[config.mk]
export PLATFORM = sky130hd
export DESIGN_NAME = key_event_encoder
export DESIGN_NICKNAME = d
export VERILOG_FILES = /design/src/rtl/key_event_encoder_pkg.sv /design/src/rtl/key_debounce8.sv /design/src/rtl/key_event_encoder.sv
export SDC_FILE = /design/constraint.sdc
export NUM_CORES = 1
export LEC_CHECK = 0
export CAP_MARGIN = 20
export CORE_MARGIN = 8
export CORE_UTILIZATION = 35
export CTS_CLUSTER_DIAMETER = 150
export DETAILED_ROUTE_END_ITERATION = 16
export SKIP_LAST_GASP = 1
export SLEW_MARGIN = 20
export SYNTH_ARGS = -nofsm -noshare
export SYNTH_HDL_FRONTEND = slang
export SYNTH_SLANG_ARGS = --single-unit
[constraint.sdc]
create_clock -name clk -period 2.2 [get_ports clk]
set_input_delay 0.44 -clock clk [delete_from_list [all_inputs] [get_ports clk]]
set_output_delay 0.44 -clock clk [all_outputs]
set_load 0.01 [all_outputs]
[src/rtl/key_event_encoder_pkg.sv]
// Shared types and helpers for the key event encoder: bus widths, the
// output FSM state type and the key-vector encode/decode functions.
package key_event_encoder_pkg;

    localparam int KEY_W  = 8;
    localparam int CODE_W = 3;

    typedef enum logic {
        ST_IDLE = 1'b0,
        ST_HOLD = 1'b1
    } evt_state_e;

    // One-hot expansion of a 3-bit key index.
    function automatic logic [KEY_W-1:0] onehot8(input logic [CODE_W-1:0] code);
        logic [KEY_W-1:0] vec;
        vec       = '0;
        vec[code] = 1'b1;
        return vec;
    endfunction

    // Index of the highest set bit; bit 7 has priority. Returns 0 for an all-zero vector.
    function automatic logic [CODE_W-1:0] prio_enc8(input logic [KEY_W-1:0] vec);
        logic [CODE_W-1:0] code;
        code = '0;
        for (int i = 0; i < KEY_W; i++) begin
            if (vec[i]) begin
                code = CODE_W'(i);
            end
        end
        return code;
    endfunction

endpackage

[src/rtl/key_debounce8.sv]
// Synchronises eight raw button lines, debounces the vector as a whole and
// produces a one-cycle rise strobe for keys that newly become pressed.
module key_debounce8
    import key_event_encoder_pkg::*;
#(
    parameter int DEBOUNCE_CYCLES = 4,
    parameter int CNT_W           = 8
) (
    input  logic             clk,
    input  logic             rst,
    input  logic [KEY_W-1:0] key_in,
    output logic [KEY_W-1:0] key_stable,
    output logic [KEY_W-1:0] rise
);

    localparam logic [CNT_W-1:0] CNT_LAST = CNT_W'(DEBOUNCE_CYCLES - 1);

    logic [KEY_W-1:0] s1_q,         s1_d;
    logic [KEY_W-1:0] key_sync_q,   key_sync_d;
    logic [KEY_W-1:0] cand_q,       cand_d;
    logic [CNT_W-1:0] cnt_q,        cnt_d;
    logic [KEY_W-1:0] key_stable_q, key_stable_d;
    logic             accept;

    // Next-state for the synchroniser, candidate/counter and accepted vector.
    always_comb begin
        // NOTE: every signal written here gets a default first, so no path can leave it unassigned and infer a latch.
        s1_d         = key_in;
        key_sync_d   = s1_q;
        cand_d       = cand_q;
        cnt_d        = cnt_q;
        key_stable_d = key_stable_q;
        accept       = 1'b0;

        if (key_sync_q != cand_q) begin
            // Any bit change restarts the stability count for the whole vector.
            cand_d = key_sync_q;
            cnt_d  = '0;
        end else if (cnt_q == CNT_LAST) begin
            // Stable long enough; the counter parks here so it can never wrap.
            accept       = 1'b1;
            key_stable_d = cand_q;
        end else begin
            cnt_d = cnt_q + 1'b1;
        end
    end

    // Newly pressed keys, only on a cycle where the accepted vector is refreshed.
    assign rise       = accept ? (cand_q & ~key_stable_q) : '0;
    assign key_stable = key_stable_q;

    // State registers, all cleared by the asynchronous reset.
    always_ff @(posedge clk or posedge rst) begin
        if (rst) begin
            s1_q         <= '0;
            key_sync_q   <= '0;
            cand_q       <= '0;
            cnt_q        <= '0;
            key_stable_q <= '0;
        end else begin
            // NOTE: non-blocking assignments so every flop samples the pre-edge values of the others.
            s1_q         <= s1_d;
            key_sync_q   <= key_sync_d;
            cand_q       <= cand_d;
            cnt_q        <= cnt_d;
            key_stable_q <= key_stable_d;
        end
    end

endmodule

[src/rtl/key_event_encoder.sv]
// Source side of the 8-bit key/enable bus: debounced key vector, "any key"
// enable, and one encoded valid/ready event per new key press with a sticky
// overflow flag for presses that could not be delivered.
module key_event_encoder
    import key_event_encoder_pkg::*;
#(
    parameter int DEBOUNCE_CYCLES = 4,
    parameter int CNT_W           = 8
) (
    input  logic              clk,
    input  logic              rst,
    input  logic [KEY_W-1:0]  key_in,
    input  logic              evt_ready,
    input  logic              clr_ovf,
    output logic              evt_valid,
    output logic [CODE_W-1:0] evt_code,
    output logic [KEY_W-1:0]  evt_onehot,
    output logic [KEY_W-1:0]  key_stable,
    output logic              any_pressed,
    output logic              ovf
);

    localparam logic [KEY_W-1:0] ONE = KEY_W'(1);

    logic [KEY_W-1:0]  rise;
    evt_state_e        state_q,      state_d;
    logic [CODE_W-1:0] evt_code_q,   evt_code_d;
    logic [KEY_W-1:0]  evt_onehot_q, evt_onehot_d;
    logic              ovf_q,        ovf_d;
    logic              ovf_set;
    logic              multi_rise;

    key_debounce8 #(
        .DEBOUNCE_CYCLES (DEBOUNCE_CYCLES),
        .CNT_W           (CNT_W)
    ) u_debounce (
        .clk        (clk),
        .rst        (rst),
        .key_in     (key_in),
        .key_stable (key_stable),
        .rise       (rise)
    );

    // More than one key rose together: only the highest one can be reported.
    assign multi_rise = (rise & (rise - ONE)) != '0;

    // Output FSM next-state, event payload and overflow detection.
    always_comb begin
        state_d      = state_q;
        evt_code_d   = evt_code_q;
        evt_onehot_d = evt_onehot_q;
        ovf_set      = 1'b0;

        unique case (state_q)
            ST_IDLE: begin
                if (rise != '0) begin
                    evt_code_d   = prio_enc8(rise);
                    evt_onehot_d = onehot8(prio_enc8(rise));
                    state_d      = ST_HOLD;
                    ovf_set      = multi_rise;
                end
            end
            ST_HOLD: begin
                if (evt_ready) begin
                    if (rise != '0) begin
                        // Transfer completes and the next event loads with no bubble.
                        evt_code_d   = prio_enc8(rise);
                        evt_onehot_d = onehot8(prio_enc8(rise));
                        ovf_set      = multi_rise;
                    end else begin
                        evt_code_d   = '0;
                        evt_onehot_d = '0;
                        state_d      = ST_IDLE;
                    end
                end else if (rise != '0) begin
                    // Consumer stalled: the current event stays, the new press is lost.
                    ovf_set = 1'b1;
                end
            end
            default: begin
                state_d = ST_IDLE;
            end
        endcase

        // A set in the same cycle as a clear leaves the flag set.
        ovf_d = ovf_set | (ovf_q & ~clr_ovf);
    end

    // FSM state, event payload and overflow registers.
    always_ff @(posedge clk or posedge rst) begin
        if (rst) begin
            state_q      <= ST_IDLE;
            evt_code_q   <= '0;
            evt_onehot_q <= '0;
            ovf_q        <= 1'b0;
        end else begin
            state_q      <= state_d;
            evt_code_q   <= evt_code_d;
            evt_onehot_q <= evt_onehot_d;
            ovf_q        <= ovf_d;
        end
    end

    assign evt_valid   = (state_q == ST_HOLD);
    assign evt_code    = evt_code_q;
    assign evt_onehot  = evt_onehot_q;
    assign ovf         = ovf_q;
    assign any_pressed = |key_stable;

endmodule

# Word-level counts from Yosys, hierarchy flattened
# Cells that the tools add are included.
[op_classes]
addsub = 2
magnitude_cmp = 4
eq_ne = 5
n_mux = 33
n_bitwise = 8
n_reduce_logical = 7
[ops]
columns = ["operator", "count"]
rows = [
  ["8-bit two-way mux", 6],
  ["3-bit two-way mux", 12],
  ["8-bit bitwise AND", 2],
  ["8-bit case mux with 2 select lines", 1],
  ["8-bit nonzero test", 2],
  ["1-bit two-way mux", 9],
  ["8-bit by 1-bit adder with 8-bit output, second input constant", 1],
  ["8-bit by 2-bit == test with 1-bit output, second input constant", 1],
  ["3-bit by 4-bit < comparator with 1-bit output, second input constant", 2],
  ["8-bit != test", 1],
  ["8-bit inverter", 1],
  ["8-bit OR reduction", 1],
  ["8-bit by 1-bit subtractor with 8-bit output, second input constant", 1],
  ["1-bit demux with 3-bit select", 2],
  ["3-bit by 1-bit greater-or-equal comparator with 1-bit output, second input constant", 2],
  ["3-bit case mux with 2 select lines", 1],
  ["2-bit != test, second input constant", 2],
  ["1-bit case mux with 2 select lines", 2],
  ["2-bit AND reduction", 2],
  ["1-bit inverter", 3],
  ["1-bit logical AND", 2],
  ["2-bit by 1-bit != test with 1-bit output, second input constant", 1],
  ["1-bit bitwise AND", 1],
  ["1-bit OR", 1],
]
[word_totals]
ff_bits = 53
inputBits = 12
output_inout_bits = 22

# Longest topological paths before layout
[depth]
depth_word = 21
depth_mapped = 8

# Modules after synthesis
# From an unflattened synthesis, not the netlist that was laid out.
[unflattened]
hier_cells = 179
hier_area_um2 = 2202.1
[modules_own_cells]
columns = ["mod", "n_inst", "cells_per_inst", "area_each_um2", "seq_area_each_um2"]
rows = [
  ["key_debounce8", 1, 108, 1502.7, 1001.0],
  ["key_event_encoder", 1, 71, 699.4, 325.3],
]

# Least setup slack after synthesis
# OpenSTA, ideal clock, no wires.
[synth_timing]
path_type = "reg-to-reg"
start = "register u_debounce.cnt_q[0]"
end = "register evt_onehot_q[5] (netlist: evt_onehot[5])"
arrival_time_ns = 2.084
required_ns = 2.073
slack_ns = -0.012
stages_incl_launch_ff = 9
n_path_buf = 2
period_less_slack_ns = 2.212
path_cell_list = "dfrtp_1 > ha_1 > nor4b_4 > nand2_2 > or3_1 > buf_2 > o31a_1 > buf_6 > mux2_1"
[synth_via]
elab_chain_cells = 21
word_cells_on_any_way = 32
classes_between = "4 x order compare; 2 x eq/ne; 22 x mux; 4 x reduce/logical"
[synth_lines]
columns = ["item", "line_no", "text"]
rows = [
  ["start, declared", "key_debounce8.sv:21", "logic [CNT_W-1:0] cnt_q, cnt_d;"],
  ["start signal, assigned", "key_debounce8.sv:65", "cnt_q <= cnt_d;"],
  ["8-bit by 2-bit == test with 1-bit output (*)", "key_debounce8.sv:39", "end else if (cnt_q == CNT_LAST) begin"],
  ["1-bit two-way mux (*)", "key_debounce8.sv:39", ""],
  ["1-bit two-way mux (*)", "key_debounce8.sv:35", "if (key_sync_q != cand_q) begin"],
  ["8-bit two-way mux (*)", "key_debounce8.sv:49", "assign rise = accept ? (cand_q & ~key_stable_q) : '0;"],
  ["1-bit two-way mux", "key_event_encoder_pkg.sv:26", "if (vec[i]) begin"],
  ["3-bit two-way mux (6 in series)", "key_event_encoder_pkg.sv:26", ""],
  ["3-bit two-way mux", "key_event_encoder.sv:56, key_event_encoder.sv:65", ""],
  ["3-bit two-way mux", "key_event_encoder.sv:64", "if (evt_ready) begin"],
  ["3-bit two-way mux", "key_event_encoder.sv:54", "unique case (state_q)"],
  ["3-bit by 4-bit < comparator with 1-bit output (not written as such) or 3-bit by 1-bit greater-or-equal comparator with 1-bit output (tied branches)", "key_event_encoder_pkg.sv:17", "vec[code] = 1'b1;"],
  ["1-bit logical AND (not written as such)", "key_event_encoder_pkg.sv:17", ""],
  ["1-bit two-way mux (not written as such)", "key_event_encoder_pkg.sv:17", ""],
  ["1-bit demux with 3-bit select", "key_event_encoder_pkg.sv:17", ""],
  ["8-bit two-way mux", "key_event_encoder.sv:65", "if (rise != '0) begin"],
  ["8-bit two-way mux", "key_event_encoder.sv:64", ""],
  ["8-bit case mux with 2 select lines", "key_event_encoder.sv:54", ""],
  ["end signal, assigned", "key_event_encoder.sv:99", "evt_onehot_q <= evt_onehot_d;"],
  ["end, declared", "key_event_encoder.sv:28", "logic [KEY_W-1:0] evt_onehot_q, evt_onehot_d;"],
]
# Mark *: on every way between the ends. The rest lies on a longest branch, timed or not. The select of a mux whose other input is x is not followed.
# A chain may end at the register's enable or synchronous reset.

# Final worst setup path
[layout_timing]
start = "register u_debounce.cnt_q[1]"
end = "register evt_onehot_q[2] (netlist: evt_onehot[2])"
# The elaborated chain is that of the path after synthesis.

==> metrics <==
grt ovf 0; outcome completed; Post-Synthesis Cell Area 2190 um2; Antenna Cells 0; Layout area overhead 27.5%; # hold bufs at CTS 0; final core occ 45.0%; post-synthesis sequential area ratio 60.6%; vias in the first global route 1453; top_reg_cell synth dfrtp_1; slowest cell on the critical path o31a_4; first-pass GRT wire length 7.17 mm; Routed WL 4.23 mm; static leakage 1.20 nW; # DRC 0; Tmin final 2100 ps; core footprint 6200 um2; synth unique cells 38; Hold Crit Class reg -> reg; initial antenna violation count 0; Worst-path clk slew 100 ps; total power 1.82 mW; Syn. warnings 0; share of post-route cells with drive strength above 1 18.8%; WL/cell 14.6 um; power per cell area 653 nW/um2; Max Root-Sink Buffers 2; Avg Cell Area, Syn 12.2 um2; Async SR Flop Fraction 100%; hpwl dp 3.03 mm; CTS Buf Count 5; CTS tree built; pre-CTS setup slack 10.8 ps; switching pwr 0.410 mW; clk_lat worst skew 300 ps; Die Y 95.1 um; headroom to the max-slew limit 67.8%; Final Instance Area 2790 um2; total track usage 10.2%; part of the power in combinational logic 6.5%; Post-synth EDFFs 0; CP delay by family, top compound AO/OA/AOI/OAI gates; CP cell instances ha_2 -> nor4b_4 -> nand2_2 -> or3_4 -> o31a_4 -> o41ai_2; CP max FO 11; Worst-Margin Slew 471 ps; final std cells w/o fill 290; Worst Path Buf+Inv 0; io pins 34; fmax 0.475 GHz; clk_skew 5.34 ps; clock sink total 53; Via density 5.07; DP Area 2600 um2; post-layout worst setup margin 95.3 ps; largest net degree at the start of global routing 54; drt first pass iters 4; sequential power share 56.1%; Yosys reg bits 53; Slew Viols, Final 0; Mapped Nets 193; VDD IR max 0.613 mV; Placer Congestion 0.769; Fin. Hold Viols 0; placed insts 281; vias post-DR 1469; setup violators final 0; I/O Buffers 33; # rows 29; setup TNS 0 ps; Initial DRC Count 51; Sw Share 22.5%; die area 9040 um2; CP required 2400 ps; Pint 1.41 mW; Die X 95.1 um; Starting Density 35.3%; Root Driver clkbuf_8; Worst EP arrival 2310 ps; fin nets 225; Clock Power Share 37.4%; Final Cycle Share 95.7%; Setup CP Type reg -> reg; CP endpoint kind flip-flop; Startpoint Class flip-flop; max incr delay on CP 400 ps; antenna-violating nets left 0; hold slack 355 ps; max_cap viols 0; htree depth 2; Cells after Synth 180
[registers in the layout, summed over array words and instances (netlist names)]
register / count
evt_onehot: 8
u_debounce.cand_q: 8
u_debounce.cnt_q: 8
u_debounce.key_stable: 8
u_debounce.key_sync_d: 8
u_debounce.key_sync_q: 8
evt_code: 3
evt_valid: 1
ovf: 1
[cells in the final DEF, fill, tap and decap left out, types with 2 or more instances in the layout]
cell / netlist / final
dfrtp_1: 53 / 53
o41ai_2: 0 / 2
mux2_2: 12 / 12
nand3_1: 7 / 7
o31ai_1: 2 / 2
nand4_1: 4 / 4
a22o_1: 3 / 3
or2_2: 2 / 2
xnor2_2: 0 / 2
inv_6: 0 / 2
nor3_1: 3 / 3
clkbuf_8: 0 / 5
nand2b_1: 10 / 10
o311ai_0: 4 / 2
nor2b_1: 3 / 3
nand2_1: 8 / 8
and3_1: 2 / 2
clkdlybuf4s50_1: 0 / 32
buf_4: 0 / 3
o21ai_0: 6 / 6
xnor2_1: 10 / 8
xor2_1: 4 / 4
nor2_1: 12 / 12
[repair_timing]
item	CTS	global route
setup endpoints to repair	2	7
gates resized for setup	1	12
pin swaps	0	1
buffers inserted	0	1
cloned	0	0
[path summary, 6_finish.rpt]
kind	start	to	slack (ps)	cells after the start
max in group asynchronous	rst	u_debounce.key_sync_d[4]	1470	3
min in group asynchronous	rst	u_debounce.key_sync_q[0]	480	3
worst min register to register	u_debounce.key_sync_d[7]	u_debounce.key_sync_q[7]	350	0
worst min-delay path	u_debounce.key_sync_d[7]	u_debounce.key_sync_q[7]	350	0
worst max-delay path	u_debounce.cnt_q[1]	evt_onehot[2]	100	6
worst max register to register	u_debounce.cnt_q[1]	evt_onehot[2]	100	6
[metal layers]
layer  GRT usage (%)  vias up  wire, um
met5               0        -         0
met4            3.12        0        71
met3            4.02        7       323
met2            14.8       44      1920
met1            13.6      727      1920
li1                -      691         -
[power groups by stage]
stage / clock (mW) / combinational [mW] / sequential (mW)
floorplan: 0 / 0.0614 / 1.04
global placement: 0 / 0.113 / 1.04
detailed placement: 0 / 0.115 / 1.04
CTS: 0.704 / 0.115 / 1.02
global route: 0.749 / 0.132 / 1.03
finish: 0.681 / 0.118 / 1.02
[kinds of logic after synthesis]
kind of cell | Yosys count | share of synthesized area (%)
buffers and inverters | 15 | 2.97
AO/OA/AOI/OAI | 25 | 8.46
XOR/XNOR | 14 | 5.60
adder cells (fa/ha/maj) | 2 | 1.03
flip-flops | 53 | 60.6
AND/OR/NAND/NOR | 58 | 14.6
multiplexers | 13 | 6.69
[cells in the mapped netlist, types with 4 or more instances]
cell / number / share of area, %
dfrtp_1: 53 / 61
nand2b_1: 10 / 2.9
mux2_2: 12 / 6.2
xor2_1: 4 / 1.6
nand3_1: 7 / 1.6
nand2_1: 8 / 1.4
clkbuf_1: 11 / 1.9
nand4_1: 4 / 1.1
o21ai_0: 6 / 1.4
xnor2_1: 10 / 4.0
o311ai_0: 4 / 1.6
nor2_1: 12 / 2.1
[area by class of cell]
cell class | instances | area (um2)
inverters | 2 | 7.51
clock inverters | 3 | 47.5
well taps | 77 | 96.3
repair buffers | 38 | 387
clock buffers | 5 | 68.8
multi-input cells | 112 | 857
fillers | 575 | 3410
flip-flops and latches | 53 | 1330
Power figures use the tool's default switching activity.
